## src/rtl/fifo_serializer_if.sv

```systemverilog
// Bundles the fifo read port and the narrow valid/ready link of
// fifo_serializer. The master modport is the serializer's view.
// The slave modport is the view of whatever drives the fifo side and
// consumes the link.
interface fifo_serializer_if #(
  parameter int Width     = 8,
  parameter int LaneWidth = 2
);
  // fifo read side
  logic                 i_fifo_empty;
  logic                 o_fifo_read;
  logic [Width-1:0]     i_fifo_rdata;

  // narrow output link
  logic                 o_valid;
  logic                 i_ready;
  logic [LaneWidth-1:0] o_data;
  logic                 o_first;
  logic                 o_last;
  logic                 o_busy;

  modport master (
    input  i_fifo_empty,
    input  i_fifo_rdata,
    input  i_ready,
    output o_fifo_read,
    output o_valid,
    output o_data,
    output o_first,
    output o_last,
    output o_busy
  );

  modport slave (
    output i_fifo_empty,
    output i_fifo_rdata,
    output i_ready,
    input  o_fifo_read,
    input  o_valid,
    input  o_data,
    input  o_first,
    input  o_last,
    input  o_busy
  );
endinterface

```

## src/rtl/fifo_serializer.sv

```systemverilog
// Drains a first-word-fall-through fifo and splits each Width-bit word
// into Width/LaneWidth beats on a narrow valid/ready link.
// The next word is popped in the same cycle the last beat of the current
// word is accepted, so words stream back-to-back without an idle cycle.
module fifo_serializer #(
  parameter int Width     = 8,
  parameter int LaneWidth = 2,
  parameter bit MsbFirst  = 1'b1
) (
  input  logic               i_clk,
  input  logic               i_rst,
  fifo_serializer_if.master  bus
);

  localparam int Beats = Width / LaneWidth;
  localparam int CntW  = (Beats > 1) ? $clog2(Beats) : 1;
  localparam logic [CntW-1:0] LastCnt = CntW'(Beats - 1);

  if ((LaneWidth < 1) || ((Width % LaneWidth) != 0)) begin : g_width_check
    $error("fifo_serializer: Width must be an integer multiple of LaneWidth");
  end

  typedef enum logic {
    IDLE,
    SHIFT
  } state_e;

  state_e            state_q, state_d;
  logic [CntW-1:0]   cnt_q, cnt_d;
  logic [Width-1:0]  shreg_q, shreg_d;

  logic              valid;
  logic              accept;
  logic              at_last;
  logic              last_acc;
  logic              load;

  // Handshake decode; every output is forced low while reset is asserted
  always_comb begin
    valid    = (state_q == SHIFT) && !i_rst;
    accept   = valid && bus.i_ready;
    at_last  = (cnt_q == LastCnt);
    last_acc = accept && at_last;
    load     = !bus.i_fifo_empty && ((state_q == IDLE) || last_acc) && !i_rst;
  end

  // Next-state logic: a load always wins, otherwise an accepted beat advances the word
  always_comb begin
    state_d = state_q;
    cnt_d   = cnt_q;
    shreg_d = shreg_q;
    if (load) begin
      shreg_d = bus.i_fifo_rdata;
      cnt_d   = '0;
      state_d = SHIFT;
    end else if (accept) begin
      if (!at_last) begin
        shreg_d = MsbFirst ? (shreg_q << LaneWidth) : (shreg_q >> LaneWidth);
        cnt_d   = cnt_q + 1'b1;
      end else begin
        state_d = IDLE;
      end
    end
  end

  // State, beat counter and shift register with synchronous reset
  always_ff @(posedge i_clk) begin
    if (i_rst) begin
      state_q <= IDLE;
      cnt_q   <= '0;
      shreg_q <= '0;
    end else begin
      state_q <= state_d;
      cnt_q   <= cnt_d;
      shreg_q <= shreg_d;
    end
  end

  // Output drive: the beat is always the slice at the outgoing end of the shift register
  always_comb begin
    bus.o_fifo_read = load;
    bus.o_valid     = valid;
    bus.o_busy      = valid;
    bus.o_first     = valid && (cnt_q == '0);
    bus.o_last      = valid && at_last;
    if (i_rst) begin
      bus.o_data = '0;
    end else if (MsbFirst) begin
      bus.o_data = shreg_q[Width-1 -: LaneWidth];
    end else begin
      bus.o_data = shreg_q[LaneWidth-1:0];
    end
  end

endmodule

```

## src/flat_wrapper.sv

```systemverilog
// flat-port wrapper written by rule: the top's interface ports become plain ports
module fifo_serializer_flat 
#(
  parameter int Width     = 8,
  parameter int LaneWidth = 2,
  parameter bit MsbFirst  = 1'b1
)
  (i_clk, i_rst, bus_i_fifo_empty, bus_i_fifo_rdata, bus_i_ready, bus_o_fifo_read, bus_o_valid, bus_o_data, bus_o_first, bus_o_last, bus_o_busy);
  fifo_serializer_if #(.Width(Width), .LaneWidth(LaneWidth)) bus_i ();
  input  logic i_clk;
  input  logic i_rst;
  input wire logic [$bits(bus_i.i_fifo_empty)-1:0] bus_i_fifo_empty;
  input wire logic [$bits(bus_i.i_fifo_rdata)-1:0] bus_i_fifo_rdata;
  input wire logic [$bits(bus_i.i_ready)-1:0] bus_i_ready;
  output wire logic [$bits(bus_i.o_fifo_read)-1:0] bus_o_fifo_read;
  output wire logic [$bits(bus_i.o_valid)-1:0] bus_o_valid;
  output wire logic [$bits(bus_i.o_data)-1:0] bus_o_data;
  output wire logic [$bits(bus_i.o_first)-1:0] bus_o_first;
  output wire logic [$bits(bus_i.o_last)-1:0] bus_o_last;
  output wire logic [$bits(bus_i.o_busy)-1:0] bus_o_busy;
  assign bus_i.i_fifo_empty = bus_i_fifo_empty;
  assign bus_i.i_fifo_rdata = bus_i_fifo_rdata;
  assign bus_i.i_ready = bus_i_ready;
  assign bus_o_fifo_read = bus_i.o_fifo_read;
  assign bus_o_valid = bus_i.o_valid;
  assign bus_o_data = bus_i.o_data;
  assign bus_o_first = bus_i.o_first;
  assign bus_o_last = bus_i.o_last;
  assign bus_o_busy = bus_i.o_busy;
  fifo_serializer #(.Width(Width), .LaneWidth(LaneWidth), .MsbFirst(MsbFirst)) u_core (.i_clk(i_clk), .i_rst(i_rst), .bus(bus_i));
endmodule
```

## config.mk

```make
export PLATFORM = sky130hd
export DESIGN_NAME = fifo_serializer_flat
export DESIGN_NICKNAME = d
export VERILOG_FILES = /design/src/rtl/fifo_serializer_if.sv /design/src/rtl/fifo_serializer.sv /design/src/flat_wrapper.sv
export SDC_FILE = /design/constraint.sdc
export NUM_CORES = 1
export LEC_CHECK = 0
export CORE_MARGIN = 3
export CORE_UTILIZATION = 37
export CTS_BUF_LIST = sky130_fd_sc_hd__clkbuf_16
export DETAILED_ROUTE_END_ITERATION = 8
export HOLD_SLACK_MARGIN = 0.05
export PLACE_DENSITY = 0.73
export SLEW_MARGIN = 20
export SYNTH_ARGS = -nofsm -noshare
export SYNTH_HDL_FRONTEND = slang
export SYNTH_SLANG_ARGS = --single-unit
```

## constraint.sdc

```tcl
create_clock -name i_clk -period 1.7 [get_ports i_clk]
set_clock_uncertainty 0.2 [all_clocks]
set_input_delay 0.255 -clock i_clk [delete_from_list [all_inputs] [get_ports i_clk]]
set_output_delay 0.255 -clock i_clk [all_outputs]
set_load 0.005 [all_outputs]
```

==> impl_metrics.tcl, run 1 <==
set metrics [dict create \
    outcome "completed" \
    routed_wirelength_mm 1.52 \
    timing.final.crit_share 0.965 \
    ys_warn_count 0 \
    hold_class "flip-flop to flip-flop" \
    pwr-share-seq 0.339 \
    synthSimpleGateAreaFrac 0.257 \
    syn2layout_area_growth_pct 66.1 \
    vias_per_cell 5.30 \
    clk_pin_slew_ns 0.04 \
    synth_xor_area_frac 0.0146 \
    antenna_left 0 \
    row_count 13 \
    intPower_uw 661 \
    synth_flop_cell "dfxtp_1" \
    wl_per_cell_um 12.9 \
    clk_path_buf_depth 2 \
    cts_tree "done" \
    drtIter0Drc 10 \
    clockRootBuffer "clkbuf_16" \
    clockPowerShare 0.505 \
    drive_above_1_share 0.301 \
    firstDrtPassIters 4 \
    ys_top_cells_by_area "dfxtp_1, a311oi_1, nor3_1" \
    r2r_slack_ns 0.06 \
    grt_pass1_vias 603 \
    r2r-end "u_core.shreg_q[2]" \
    critical_path_arrival_ns 1.19 \
    chipHeight_um 46.2 \
    cp.required_ns 1.24 \
    drv_cap 0 \
    swShare 0.209 \
    muxShareOfSynthArea 0.0167 \
    min_from "u_core.shreg_q[5]" \
    layout.cell_area.non_filler_um2 993 \
    avgSynthCellArea_um2 8.67 \
    ff2ff_path_depth 5 \
    utilization 0.710 \
    grt_overflow 0 \
    power_uw 835 \
    via_count 625 \
    whs_endpoint "u_core.shreg_q[7]" \
    yosysMostFrequentCell "dfxtp_1" \
    path_class "flip-flop to primary output" \
    power_switching_uw 174 \
    clock_latency_ns 0.24 \
    holdPathStages 2 \
    place_area_um2 872 \
    synthCells 69 \
    pwr_density_cell_nw_per_um2 841 \
    leakage_nw 0.436 \
    ys_ff_latch 11 \
    cts.htree.levels 1 \
    port_buffers 18 \
    core_um2 1400 \
    netlist.area_leader.share 0.368 \
    antennaDiodeCount 0 \
    grt_pass1_wl_mm 2.66 \
    grt_max_degree 14 \
    post-route-drc-count 0 \
    tightest_slew_ns 0.217 \
    r2r_start "u_core.cnt_q[0]" \
    ioPinCount 19 \
    synth_area_leader_cell "dfxtp_1" \
    synth_compound_area_frac 0.197 \
    gp_congestion 0.789 \
    ctsHoldBuffers 0 \
    grt_usage 0.173 \
    synthAdderAreaFrac 0.0418 \
    synthTopCellsByCount "dfxtp_1, nand2_1, inv_1, nor3_1" \
    endpoint_kind "primary output" \
    finalHoldViolCount 0 \
    max_slew_margin 0.854 \
    synth_top_family_by_area "simple AND/OR/NAND/NOR gates" \
    synth_edf_count 0 \
    place_hpwl_mm 1.04 \
    report.final.slew_viol_count 0 \
    chipWidth_um 46.2 \
    rsz0062_at_grt "false" \
    numClockSinks 11 \
    fin_crit_ns 1.64 \
    synth_area_um2 598 \
    setup_viol 0 \
    fmax_mhz 609 \
    fin_cells 118 \
    die_area_um2 2130 \
    cts_buffers 3 \
    synth_fp_nets 83 \
    crit_path_start_kind "flip-flop" \
    vdd_drop_max_mv 0.681 \
    comb_power_share 0.156 \
    floorplan.initialDensity 0.428 \
    dp_cells 111 \
    ys_seq_area_frac 0.368 \
    async_reset_ff_frac 0 \
    antenna_found_initial 0 \
    synth.distinct_cells 28 \
    crit_fanout 2 \
    finalNetCount 118 \
]
## worst max-delay path, stage by stage, from the launching register on
cell and delay, ns:
dfxtp_2 0.33, ha_4 0.17, a21boi_4 0.15, or2_1 0.14
inv_2 0.04, buf_2 0.12
## worst max path at each step
stage | startpoint | end | slack (ns) | cells past startpoint
5_1_grt | u_core.cnt_q[0] | bus_o_last | 0.004 | 4
2_1_floorplan | u_core.cnt_q[0] | u_core.shreg_q[6] | 0.007 | 6
6_report | u_core.cnt_q[0] | bus_o_fifo_read | 0.06 | 5
4_1_cts | u_core.cnt_q[0] | u_core.shreg_q[2] | 0.005 | 5
3_3_place_gp | bus_i_fifo_empty | bus_o_fifo_read | -0.46 | 5
3_5_place_dp | bus_i_fifo_empty | bus_o_fifo_read | -0.45 | 5
## layout make-up
cell class / count / area [µm²]
Clock buffer: 3 / 75.1
Clock inverter: 1 / 3.75
Fill cell: 108 / 405
Inverter: 8 / 30.0
Multi-Input combinational cell: 45 / 345
Sequential cell: 11 / 224
Tap cell: 15 / 18.8
Timing Repair Buffer: 35 / 297
## per-layer routing
metal,share of wire,vias up,GRT usage
li1,-,310,-
met1,0.45,288,0.224
met2,0.47,23,0.269
met3,0.066,4,0.0273
met4,0.015,0,0.0966
met5,0,-,0
## per-stage QoR
stage                     TNS (ns)  hold slack, ns  worst slack, ns
final                            0           0.273           0.0592
after global routing             0           0.291          0.00413
after CTS                        0           0.272          0.00457
after detailed placement     -5.16           0.266           -0.452
after global placement       -4.95           0.250           -0.459
after floorplan                  0           0.147          0.00747
## timing repair
item                                    CTS  global route
buffers inserted                          3             0
pin swaps                                 3             1
endpoints found under the setup margin   15             7
gates cloned                              0             0
gates resized for setup                  23             3
## power groups by stage
stage	clock network [mW]	logic, mW	registers [mW]
after floorplan	0	0.0564	0.285
after global placement	0	0.123	0.285
after detailed placement	0	0.125	0.286
after CTS	0.427	0.128	0.283
after global routing	0.444	0.142	0.284
final	0.422	0.130	0.283
## state kept, by name, indices dropped and copies added, names as in the netlist
signal / flops
u_core.state_q: 1
u_core.shreg_q: 8
u_core.cnt_q: 2
## cells by family after synthesis
| kind of cell | after synthesis |
|---|---|
| fa+ha+maj | 2 |
| xor+xnor | 1 |
| flops | 11 |
| mux | 1 |
| simple gates | 28 |
| compound gates | 13 |
| buf+inv | 13 |
## cell usage in the layout (no fill, tap or decap), types with 2 or more instances in the layout
cell type and instances:
a311oi_1 3, and2_1 2, nor3_1 7, clkdlybuf4s50_1 8, dfxtp_2 3, inv_1 8
buf_4 15, dfxtp_1 8, nor2b_1 3, nand2_1 9, o32ai_1 2, dlygate4sd2_1 7
a21oi_1 2, clkbuf_16 3, buf_6 2
(Power assumes the default switching activity.)
==> inputs of run 2 (changes only) <==
Settings changed: HOLD_SLACK_MARGIN 0.05 to 0.02.
==> results of run 2 <==
Same layout as run 1: the final DEF is identical, and so are final timing and power.
==> inputs of run 3 (changes only) <==
Settings changed: CORE_MARGIN 3 to 4, SETUP_SLACK_MARGIN from default to 0.5.
==> run 3 against run 2 <==
  * Wire length increased by 19%
  * Register-to-register slack lost 0.04 ns
  * Worst setup slack got worse by 0.042 ns
  * Count of clock-buffer cells in the layout is the same
  * Die area increased by 8.8%
  * Combinational power increased by 30%
  * First-iteration DRC count shrank 70%
  * Critical path type is now flip-flop to flip-flop
==> impl_metrics.tcl, run 3 (synthesis results as in run 1) <==
set metrics [dict create \
    report.final.slew_viol_count 0 \
    firstDrtPassIters 4 \
    drv_cap 0 \
    antenna_left 0 \
    mostFrequentLayoutCells "buf_4, buf_6, nand2_1, clkdlybuf4s50_1" \
    syn2layout_area_growth_pct 90.8 \
    antenna_found_initial 0 \
    leakage_nw 0.481 \
    gp_congestion 0.760 \
    swShare 0.224 \
    endpoint_kind "flip-flop" \
    pwr-share-seq 0.319 \
    r2r_slack_ns 0.02 \
    floorplan.initialDensity 0.392 \
    ff2ff_path_depth 6 \
    die_area_um2 2320 \
    port_buffers 18 \
    max_slew_margin 0.845 \
    cts.htree.levels 1 \
    post-route-drc-count 0 \
    chipWidth_um 48.2 \
    vias_per_cell 5.19 \
    final_common_cell "buf_4" \
    tns_ns 0 \
    routed_wirelength_mm 1.82 \
    path_class "flip-flop to flip-flop" \
    cts_buffers 3 \
    cts_tree "done" \
    tightest_slew_ns 0.231 \
    critical_path_arrival_ns 1.63 \
    clk_pin_slew_ns 0.04 \
    grt_max_degree 9 \
    clockRootBuffer "clkbuf_16" \
    drive_above_1_share 0.523 \
    outcome "completed" \
    largest-register "u_core.shreg_q" \
    via_count 649 \
    wl_per_cell_um 14.5 \
    crit_fanout 6 \
    power_switching_uw 199 \
    startpoint "u_core.cnt_q[1]" \
    vdd_drop_max_mv 0.943 \
    r2r_start "u_core.cnt_q[1]" \
    pwr_density_cell_nw_per_um2 778 \
    setup_viol 0 \
    place_area_um2 881 \
    drtIter0Drc 3 \
    grt_usage 0.167 \
    hold_class "input port to flip-flop" \
    rsz0062_at_grt "true" \
    endpoint "u_core.shreg_q[5]" \
    fillers 116 \
    timing.final.crit_share 0.990 \
    clockPowerShare 0.492 \
    fin_crit_ns 1.68 \
    grt_pass1_wl_mm 2.51 \
    grt_pass1_vias 574 \
    intPower_uw 689 \
    layout.cell_area.non_filler_um2 1140 \
    numClockSinks 11 \
    r2r-end "u_core.shreg_q[5]" \
    finalNetCount 124 \
    cp.required_ns 1.64 \
    finalHoldViolCount 0 \
    comb_power_share 0.190 \
    row_count 14 \
    place_hpwl_mm 1.13 \
    ctsHoldBuffers 0 \
    antennaDiodeCount 0 \
    top_regs "u_core.shreg_q: 8 flops, u_core.cnt_q: 2 flops, u_core.state_q: 1 flops" \
    chipHeight_um 48.2 \
    grt_overflow 0 \
    ioPinCount 19 \
    crit_path_start_kind "flip-flop" \
    core_um2 1520 \
    clock_latency_ns 0.24 \
    fmax_mhz 594 \
    clk_path_buf_depth 2 \
    largest_reg_flops 8 \
]
==> run 3: changes by cell type in the layout (fill, tap and decap cells not counted), moves of 3 or more <==
cell           change
buf_2              +3
buf_6              +7
dlygate4sd2_1      -5
inv_1              -3
==> run 3: how the worst min path moves through the flow <==
stage / startpoint / endpoint / slack [ns] / cells after the start
global placement: u_core.shreg_q[5] / u_core.shreg_q[7] / 0.26 / 2
CTS: i_rst / u_core.shreg_q[7] / 0.09 / 3
floorplan: bus_i_fifo_empty / u_core.state_q / 0.15 / 1
detailed placement: u_core.shreg_q[4] / u_core.shreg_q[6] / 0.26 / 1
finish: i_rst / u_core.shreg_q[7] / 0.19 / 4
global route: i_rst / u_core.shreg_q[7] / 0.19 / 4
==> run 3: worst max-delay path, cell delays in order (launching register included) <==
cell and delay (ns):
dfxtp_2 0.35, ha_4 0.16, a21boi_4 0.05, or2_1 0.24
buf_4 0.14, buf_4 0.15, a311oi_1 0.28
==> run 3: timing repair <==
item,in CTS,in global routing
cloned,0,0
gates resized for setup,57,10
pin swaps,9,3
endpoints found under the setup margin,18,18
buffers inserted,8,2
==> run 3: per-layer routing <==
| layer | global-route usage | up-vias | wire length (µm) |
|---|---|---|---|
| li1 | - | 320 | - |
| met1 | 0.168 | 309 | 709 |
| met2 | 0.297 | 16 | 979 |
| met3 | 0.0664 | 4 | 109 |
| met4 | 0.0806 | 0 | 21 |
| met5 | 0 | - | 0 |
==> run 3: area by class of cell <==
cell class,count,area (µm²),share of cell area
inverter,8,30.0,0.0263
sequential,11,229,0.201
clock inverter,1,5.00,0.00439
multi-input combinational,45,413,0.362
timing repair buffer,41,369,0.323
clock buffer,3,75.1,0.0658
tap,16,20.0,0.0175
==> run 3: power groups by stage <==
stage	sequential (mW)	combinational, mW	clock, mW
final	0.283	0.169	0.436
after global routing	0.284	0.181	0.462
after CTS	0.283	0.152	0.442
after detailed placement	0.286	0.126	0
after global placement	0.285	0.123	0
after floorplan	0.285	0.0581	0
==> run 3: metrics by stage <==
step                utilization  cells  hold slack [ns]  power, mW  worst slack, ns
floorplan                     -     69            0.147      0.343           0.0810
global placement          0.578    111            0.258      0.408           -0.494
CTS                       0.706    123           0.0914      0.877           0.0208
finish                    0.749    125            0.187      0.888           0.0168
detailed placement        0.578    111            0.265      0.412           -0.495
global route              0.749    125            0.192      0.927          -0.0167
